--- src/rtl/uart_tx_unit.sv ---
// uart_tx_unit: 16x-oversampled UART transmitter (start, DBIT data LSB first, stop).
// Define UART_TX_PARITY_EN to insert an even-parity bit after the data bits.
module uart_tx_unit #(
    parameter int DBIT    = 8,
    parameter int SB_TICK = 16
) (
    input  logic            clk,
    input  logic            reset,
    input  logic            s_tick,
    input  logic            tx_start,
    input  logic [DBIT-1:0] din,
    output logic            tx_busy,
    output logic            tx_done_tick,
    output logic            tx
);
    localparam int SW = (SB_TICK > 16) ? $clog2(SB_TICK) : 4;
    localparam int NW = (DBIT > 1) ? $clog2(DBIT) : 1;

    typedef enum logic [2:0] {
        IDLE,
        START,
        DATA,
`ifdef UART_TX_PARITY_EN
        PARITY,
`endif
        STOP
    } state_t;

    state_t            state_q, state_d;
    logic [SW-1:0]     s_q, s_d;
    logic [NW-1:0]     n_q, n_d;
    logic [DBIT-1:0]   b_q, b_d;
    logic              tx_q, tx_d;
`ifdef UART_TX_PARITY_EN
    logic              par_q, par_d;
`endif

    always_ff @(posedge clk or negedge reset) begin
        if (!reset) begin
            state_q <= IDLE;
            s_q     <= '0;
            n_q     <= '0;
            b_q     <= '0;
            tx_q    <= 1'b1;
`ifdef UART_TX_PARITY_EN
            par_q   <= 1'b0;
`endif
        end else begin
            state_q <= state_d;
            s_q     <= s_d;
            n_q     <= n_d;
            b_q     <= b_d;
            tx_q    <= tx_d;
`ifdef UART_TX_PARITY_EN
            par_q   <= par_d;
`endif
        end
    end

    always_comb begin
        state_d      = state_q;
        s_d          = s_q;
        n_d          = n_q;
        b_d          = b_q;
        tx_done_tick = 1'b0;
`ifdef UART_TX_PARITY_EN
        par_d        = par_q;
`endif
        case (state_q)
            IDLE: if (tx_start) begin
                state_d = START;
                s_d     = '0;
                b_d     = din;
`ifdef UART_TX_PARITY_EN
                par_d   = ^din;
`endif
            end
            START: if (s_tick) begin
                if (s_q == SW'(15)) begin
                    state_d = DATA;
                    s_d     = '0;
                    n_d     = '0;
                end else s_d = s_q + 1'b1;
            end
            DATA: if (s_tick) begin
                if (s_q == SW'(15)) begin
                    s_d = '0;
                    b_d = b_q >> 1;
                    if (n_q == NW'(DBIT - 1))
`ifdef UART_TX_PARITY_EN
                        state_d = PARITY;
`else
                        state_d = STOP;
`endif
                    else n_d = n_q + 1'b1;
                end else s_d = s_q + 1'b1;
            end
`ifdef UART_TX_PARITY_EN
            PARITY: if (s_tick) begin
                if (s_q == SW'(15)) begin
                    state_d = STOP;
                    s_d     = '0;
                end else s_d = s_q + 1'b1;
            end
`endif
            STOP: if (s_tick) begin
                if (s_q == SW'(SB_TICK - 1)) begin
                    state_d      = IDLE;
                    s_d          = '0;
                    tx_done_tick = 1'b1;
                end else s_d = s_q + 1'b1;
            end
            default: state_d = IDLE;
        endcase
    end

    // Line level follows the next state so tx changes on the same edge as the state.
    always_comb begin
`ifdef UART_TX_PARITY_EN
        tx_d = (state_d == START)  ? 1'b0 :
               (state_d == DATA)   ? b_d[0] :
               (state_d == PARITY) ? par_d : 1'b1;
`else
        tx_d = (state_d == START) ? 1'b0 :
               (state_d == DATA)  ? b_d[0] : 1'b1;
`endif
    end

    assign tx      = tx_q;
    assign tx_busy = (state_q != IDLE);
endmodule

--- config.mk ---
export PLATFORM = sky130hd
export DESIGN_NAME = uart_tx_unit
export DESIGN_NICKNAME = d
export VERILOG_FILES = /design/src/rtl/uart_tx_unit.sv
export SDC_FILE = /design/constraint.sdc
export NUM_CORES = 1
export LEC_CHECK = 0
export ABC_AREA = 1
export BUFFER_PORTS_ARGS = -buffer_cell sky130_fd_sc_hd__buf_4
export CORE_MARGIN = 2
export CORE_UTILIZATION = 30
export CTS_CLUSTER_SIZE = 28
export DETAILED_ROUTE_END_ITERATION = 16
export GPL_ROUTABILITY_DRIVEN = 0
export HOLD_SLACK_MARGIN = 0.06
export MAX_ROUTING_LAYER = met4
export PLACE_DENSITY = 0.49
export SYNTH_ARGS = -nofsm -noshare
export SYNTH_HDL_FRONTEND = slang
export SYNTH_SLANG_ARGS = --single-unit
--- constraint.sdc ---
create_clock -name clk -period 1.7 [get_ports clk]
set_input_delay 0.17 -clock clk [delete_from_list [all_inputs] [get_ports clk]]
set_output_delay 0.17 -clock clk [all_outputs]
set_load 0.005 [all_outputs]
==> key figures, run 1 <==
Pwr
  • Worst IR Drop VDD: approximately 0.00028 V
  • Sw frac: roughly 30%
  • Switch Pwr: approximately 280 uW
  • Clock share of power: 25.3%
  • Power share of the combinational group: 18.3%
  • Cell area power density: slightly above 700 mW/mm^2
  • Internal power: 659 uW
  • Pleak: 0.607 nW
  • Seq pwr share: 56.4%

Global route
  • Initial antenna violation count: 0
  • Grt ovf: 0
  • Vias in the first global route: a little under 900
  • Gr usage total: 13.2%
  • Largest net degree at the start of global routing: 20
  • First-pass GRT wire length: a little over 4000 um

Clock tree
  • Clock sink total: 19
  • Latest clock arrival within the worst-skew pair: 0.31 ns
  • CTS tree: built
  • Clock-pin slew on the worst setup and hold paths: 0.12 ns
  • CTS H-tree lvls: 1
  • CTS max path bufs: 2
  • Inserted Clock Buffers: 3
  • Clock Root Buffer: clkbuf_4

Route
  • Routed vias: approximately 930
  • Drt first pass iters: 4
  • Drt wl/cell: ~12 um
  • Vias/cell: 4.69
  • First DRT Iteration DRCs: 40
  • Drt drc: 0
  • Detail Route Antenna Nets: 0
  • Drt total wl: roughly 2300 um

Yosys
  • Synth area leaders: dfrtp_1, nand2_1, inv_1, nand3_1, nor2_1
  • Async SR Flop Fraction: 100%
  • Post-synthesis cell type count: 27
  • Number of flops mapped to enable cells by yosys: 0
  • #FFs+latches synth: 19
  • Most instantiated cells after synthesis: nand2_1, dfrtp_1, inv_1
  • Mapped Area: 0.00107 mm^2
  • Synth Net Count: 146
  • Cells after synthesis: about 130
  • Synth Area per Inst: 8.17 um^2
  • Post-synth top area share: a little over two fifths
  • Most common flop cell mapped by yosys: dfrtp_1
  • Most frequent cell after synthesis: nand2_1
  • Yosys Warn Count: 0
  • Part of the Yosys area used for sequential elements: 44.6%
  • Largest area contributor in the netlist: dfrtp_1

Finish
  • Diode count: 0
  • Syn-to-layout area delta: 23.6%
  • Share of layout cells above drive strength 1: 30.1%
  • Fin nets: roughly 170

Timing
  • Slew Viols, Final: 0
  • Final hold vios: 0
  • Max frequency: around 0.62 GHz
  • Final min period: between 1.5 and 2 ns
  • Total negative slack: 0 ns
  • Worst Skew: 0.0133 ns
  • Period utilization: 94.2%
  • Fin Hold WS: a little under 0.07 ns
  • # setup viols final: 0

Die
  • Std cell rows: 21
  • Core Box Area: around 0.0034 mm^2
  • Boundary Pins: 15
  • Die H: around 64 um
  • Die Area: 0.00406 mm^2
  • Initial core utilization: 31.6%
  • Die W: roughly 64 um

Critical path
  • Setup Crit Path Kind: reg -> out
  • CP Capture Type: output pin
  • WP data arrival: roughly 1.4 ns
  • Flop-to-flop setup slack: ~0.23 ns
  • Req. time, crit path: approximately 1.5 ns
  • Crit path max fanout: 4
  • Critical Path Start Type: register

Job
  • # Max-Cap Violations: 0

Run status
  • Status: finished, final reports clean

Min path
  • Hold Crit Class: in -> reg

Placement
  • DP HPWL: ~1700 um
  • IO buf count: 14
what timing repair did:
action	4_1_cts	5_1_grt
hold endpoints to repair	19	0
pin swaps	0	3
setup buffers	0	4
gates resized for setup	2	4
hold buffers	1	0
endpoints found under the setup margin	1	1
power groups by stage:
| stage | clock network [mW] | registers, mW | logic [mW] |
|---|---|---|---|
| 6_report | 0.237 | 0.528 | 0.171 |
| 5_1_grt | 0.270 | 0.535 | 0.198 |
| 4_1_cts | 0.245 | 0.526 | 0.163 |
| 3_5_place_dp | 0 | 0.534 | 0.160 |
| 3_3_place_gp | 0 | 0.533 | 0.162 |
| 2_1_floorplan | 0 | 0.529 | 0.105 |
final cells by class:
class	count	area, um^2
Clock buffer	3	22.5
Inverter	18	67.6
Clock inverter	1	5.00
Tap cell	46	57.6
Multi-Input combinational cell	93	548
Fill cell	342	2070
Sequential cell	19	477
Timing Repair Buffer	19	145
flip-flops by register name, summed over array words and instances, names as in the netlist:
register  count
b_q           8
state_q       3
s_q           4
tx            1
n_q           3
logic make-up after synthesis:
kind of cell / Yosys count / synth area share [%]
simple gates: 67 / 30.9
compound gates: 22 / 13.9
buf+inv: 19 / 6.78
flops: 19 / 44.6
fa+ha+maj: 3 / 3.51
other cells: 1 / 0.351
per-stage QoR:
step                      area, um^2  instances  power (mW)  setup slack [ns]  util, %
after CTS                       1270        195       0.934            0.0201     37.5
final                           1320        199       0.936            0.0991     39.0
after detailed placement        1230        190       0.695             0.209     36.2
after global placement          1230        190       0.695             0.215     36.2
after global routing            1320        199        1.00           -0.0154     39.0
after floorplan                 1070        131       0.634             0.417        -
critical path, cell delays in order (launching register included):
cell and delay [ns]:
dfrtp_1 0.42, ha_4 0.17, nand2_2 0.07, nor2_4 0.15
nand3_2 0.09, nor2_1 0.11, buf_4 0.11
per-layer routing:
layer,vias to the layer above,routed length [um],track usage (%)
li1,475,-,-
met1,434,1170,18.0
met2,19,1030,18.9
met3,5,94,2.68
met4,0,41,5.71
met5,-,0,-
worst paths after layout:
kind / end / cells past startpoint / from
max: tx_done_tick / 6 / s_q[1]
min: b_q[7] / 3 / din[7]
max reg2reg: b_q[3] / 7 / state_q[2]
min reg2reg: b_q[1] / 2 / b_q[1]
max in group asynchronous: tx / 2 / reset
min in group asynchronous: n_q[0] / 2 / reset
cell usage in the layout (no fill, tap or decap):
cell type,count
a21oi_4,1
ha_4,1
a21oi_2,1
o211ai_2,1
o21ai_2,1
buf_4,18
nand3_4,1
nor2_1,10
or2_2,1
a21oi_1,3
nor3_1,2
nor2_2,1
o21ai_0,4
nand3_2,2
nand3_1,9
o211ai_1,5
clkinv_2,1
o21ai_1,6
dlygate4sd3_1,1
nand4_1,3
ha_1,2
inv_2,4
nor2_4,1
dfstp_2,1
nand2_1,29
nor3_2,1
conb_1,1
nand2_4,2
inv_1,14
clkbuf_4,3
dfrtp_1,18
nand2_2,5
No activity file was read; power rests on OpenSTA's default activity.
==> run 2: changes to the inputs <==
--- a/config.mk
+++ b/config.mk
@@ -7,7 +7,6 @@
 export LEC_CHECK = 0
 export ABC_AREA = 1
 export BUFFER_PORTS_ARGS = -buffer_cell sky130_fd_sc_hd__buf_4
-export CORE_MARGIN = 2
 export CORE_UTILIZATION = 30
 export CTS_CLUSTER_SIZE = 28
 export DETAILED_ROUTE_END_ITERATION = 16
@@ -15,6 +14,7 @@
 export HOLD_SLACK_MARGIN = 0.06
 export MAX_ROUTING_LAYER = met4
 export PLACE_DENSITY = 0.49
+export SKIP_LAST_GASP = 1
 export SYNTH_ARGS = -nofsm -noshare
 export SYNTH_HDL_FRONTEND = slang
 export SYNTH_SLANG_ARGS = --single-unit
==> run 2 against run 1 <==
Compared with the run above: worst hold slack improved by 0.020 ns; maximum frequency up 1.1%; sequential cell count unchanged; register-to-register slack about the same; routed wire length is 0.26% higher; critical path type unchanged; critical endpoint unchanged; largest power group unchanged.
==> key figures, run 2 (same netlist as run 1, synthesis figures left out) <==
Finish
  • Share of layout cells above drive strength 1: 29.4% (-0.65 points)
  • Post-Layout Cell Count: 199 (unchanged)
  • Commonest non-fill, non-tap cell in the layout: nand2_1
  • Design area: 0.00132 mm^2 (about the same)
  • Fin nets: 169 (unchanged)
  • Syn-to-layout area delta: 23.5% (about the same)
  • Diode count: 0 (unchanged)
  • Layout fillers: 362 (+5.8%)
  • Most frequent cells in the layout: nand2_1, dfrtp_1, buf_4, inv_1, nor2_1
  • Top reg by flops: b_q
  • Max reg flops: 8 (unchanged)
  • Core Util, Final: 39.3% (+0.27 points)
  • Regs by FF count: b_q x8, s_q x4

Placement
  • DP HPWL: 1740 um (+3.3%)
  • Dpl cells: 190 (unchanged)
  • Placement-stage cell area: 0.00123 mm^2 (unchanged)
  • DP Worst Slack: 0.194 ns (-0.0154 ns)
  • IO buf count: 14 (unchanged)

Clock tree
  • Clock Root Buffer: clkbuf_4
  • Clock-pin slew on the worst setup and hold paths: 0.10 ns (-0.02 ns)
  • CTS tree: built
  • Latest clock arrival within the worst-skew pair: 0.29 ns (-0.02 ns)
  • Inserted Clock Buffers: 3 (unchanged)
  • CTS max path bufs: 2 (unchanged)
  • Clock sink total: 19 (unchanged)
  • CTS H-tree lvls: 1 (unchanged)

Die
  • Die W: 61.7 um (-3.1%)
  • Core Box Area: 0.00336 mm^2 (-0.78%)
  • Std cell rows: 21 (unchanged)
  • Initial core utilization: 31.8% (+0.25 points)
  • Die H: 61.7 um (-3.1%)
  • Boundary Pins: 15 (unchanged)
  • Die Area: 0.00381 mm^2 (-6.2%)

Critical path
  • Crit path max fanout: 4 (unchanged)
  • Critical Path Start Type: register
  • WP data arrival: 1.41 ns (-0.02 ns)
  • CP Capture Type: output pin
  • Setup Crit Path Kind: reg -> out
  • Req. time, crit path: 1.53 ns (about the same)

Job
  • # Max-Cap Violations: 0 (unchanged)

Global route
  • Vias in the first global route: 815 (-8.5%)
  • Grt ovf: 0 (unchanged)
  • Gr usage total: 13.7% (+0.52 points)
  • First-pass GRT wire length: 3660 um (-9.9%)
  • Initial antenna violation count: 0 (unchanged)
  • Largest net degree at the start of global routing: 20 (unchanged)

Route
  • First DRT Iteration DRCs: 24 (-40%)
  • Vias/cell: 4.58 (-2.4%)
  • Drt first pass iters: 4 (unchanged)
  • Drt wl/cell: 11.8 um (+0.26%)
  • Drt drc: 0 (unchanged)
  • Drt total wl: 2340 um (+0.26%)
  • Routed vias: 911 (-2.4%)
  • Detail Route Antenna Nets: 0 (unchanged)

Pwr
  • Pleak: 0.605 nW (-0.45%)
  • Cell area power density: 699 mW/mm^2 (-1.1%)
  • Worst IR Drop VDD: 0.000296 V (+4.9%)

Timing
  • Max frequency: 0.631 GHz (+1.1%)
  • Worst Skew: 0.00796 ns (-0.00537 ns)
  • Period utilization: 93.2% (-1.0 points)
  • Final hold vios: 0 (unchanged)
  • Slew Viols, Final: 0 (unchanged)
  • Final min period: 1.58 ns (-0.0170 ns)
  • # setup viols final: 0 (unchanged)
  • Setup ws final: 0.116 ns (+0.0170 ns)

Run status
  • Status: finished, final reports clean

Min path
  • Hold Crit Class: in -> reg
## run 2: cell count changes in the layout (fill, tap and decap cells not counted), sizes merged
cell    before  now
clkbuf       3    4
clkinv       1    0
## run 2: cell type report
type                    instances  area, um^2  share of cell area [%]
multi-input cells              93         548                    41.5
flip-flops and latches         19         477                    36.1
repair buffers                 19         145                    11.0
inverters                      18        67.6                    5.11
well taps                      46        57.6                    4.36
clock buffers                   4        26.3                    1.99
## run 2: where the power goes
group	internal (mW)	leakage, nW	switching [mW]
registers	0.498	0.247	0.0296
clock network	0.0912	0.0150	0.133
logic	0.0727	0.342	0.0991
## run 2: metal layers
metal	GRT usage (%)	vias up	share of wire (%)
met5	-	-	0
met4	5.71	0	0.81
met3	2.07	2	3.9
met2	22.1	21	48
met1	17.2	417	47
li1	-	471	-
## run 2: worst max-delay path: stages (launching register included)
cell and delay [ns]:
dfrtp_1 0.42, ha_4 0.17, nand2_2 0.08, nor2_4 0.16, nand3_2 0.09, nor2_1 0.10
buf_4 0.11
## run 2: final timing paths
path	end	cells after the start	from	slack, ns
min	b_q[7]	3	din[7]	0.09
max reg2reg	b_q[5]	7	state_q[2]	0.24
min in group asynchronous	state_q[1]	2	reset	0.28
max	tx_done_tick	6	s_q[0]	0.12
min reg2reg	b_q[1]	2	b_q[1]	0.49
max in group asynchronous	tx	2	reset	1.16
## run 2: per-stage QoR
step	TNS, ns	total power, mW	hold slack (ns)
floorplan	0	0.634	-0.126
global placement	0	0.695	0.0669
detailed placement	0	0.698	0.0691
CTS	0	0.932	0.0731
global route	-0.0179	0.985	0.0955
finish	0	0.924	0.0882
## run 2: repair_timing
action                                  in CTS  in global routing
hold buffers                                 1                  0
hold endpoints to repair                    19                  0
gates resized for setup                      2                  4
pin swaps                                    0                  2
endpoints found under the setup margin       1                  1
cloned                                       0                  0
buffers inserted                             0                  4
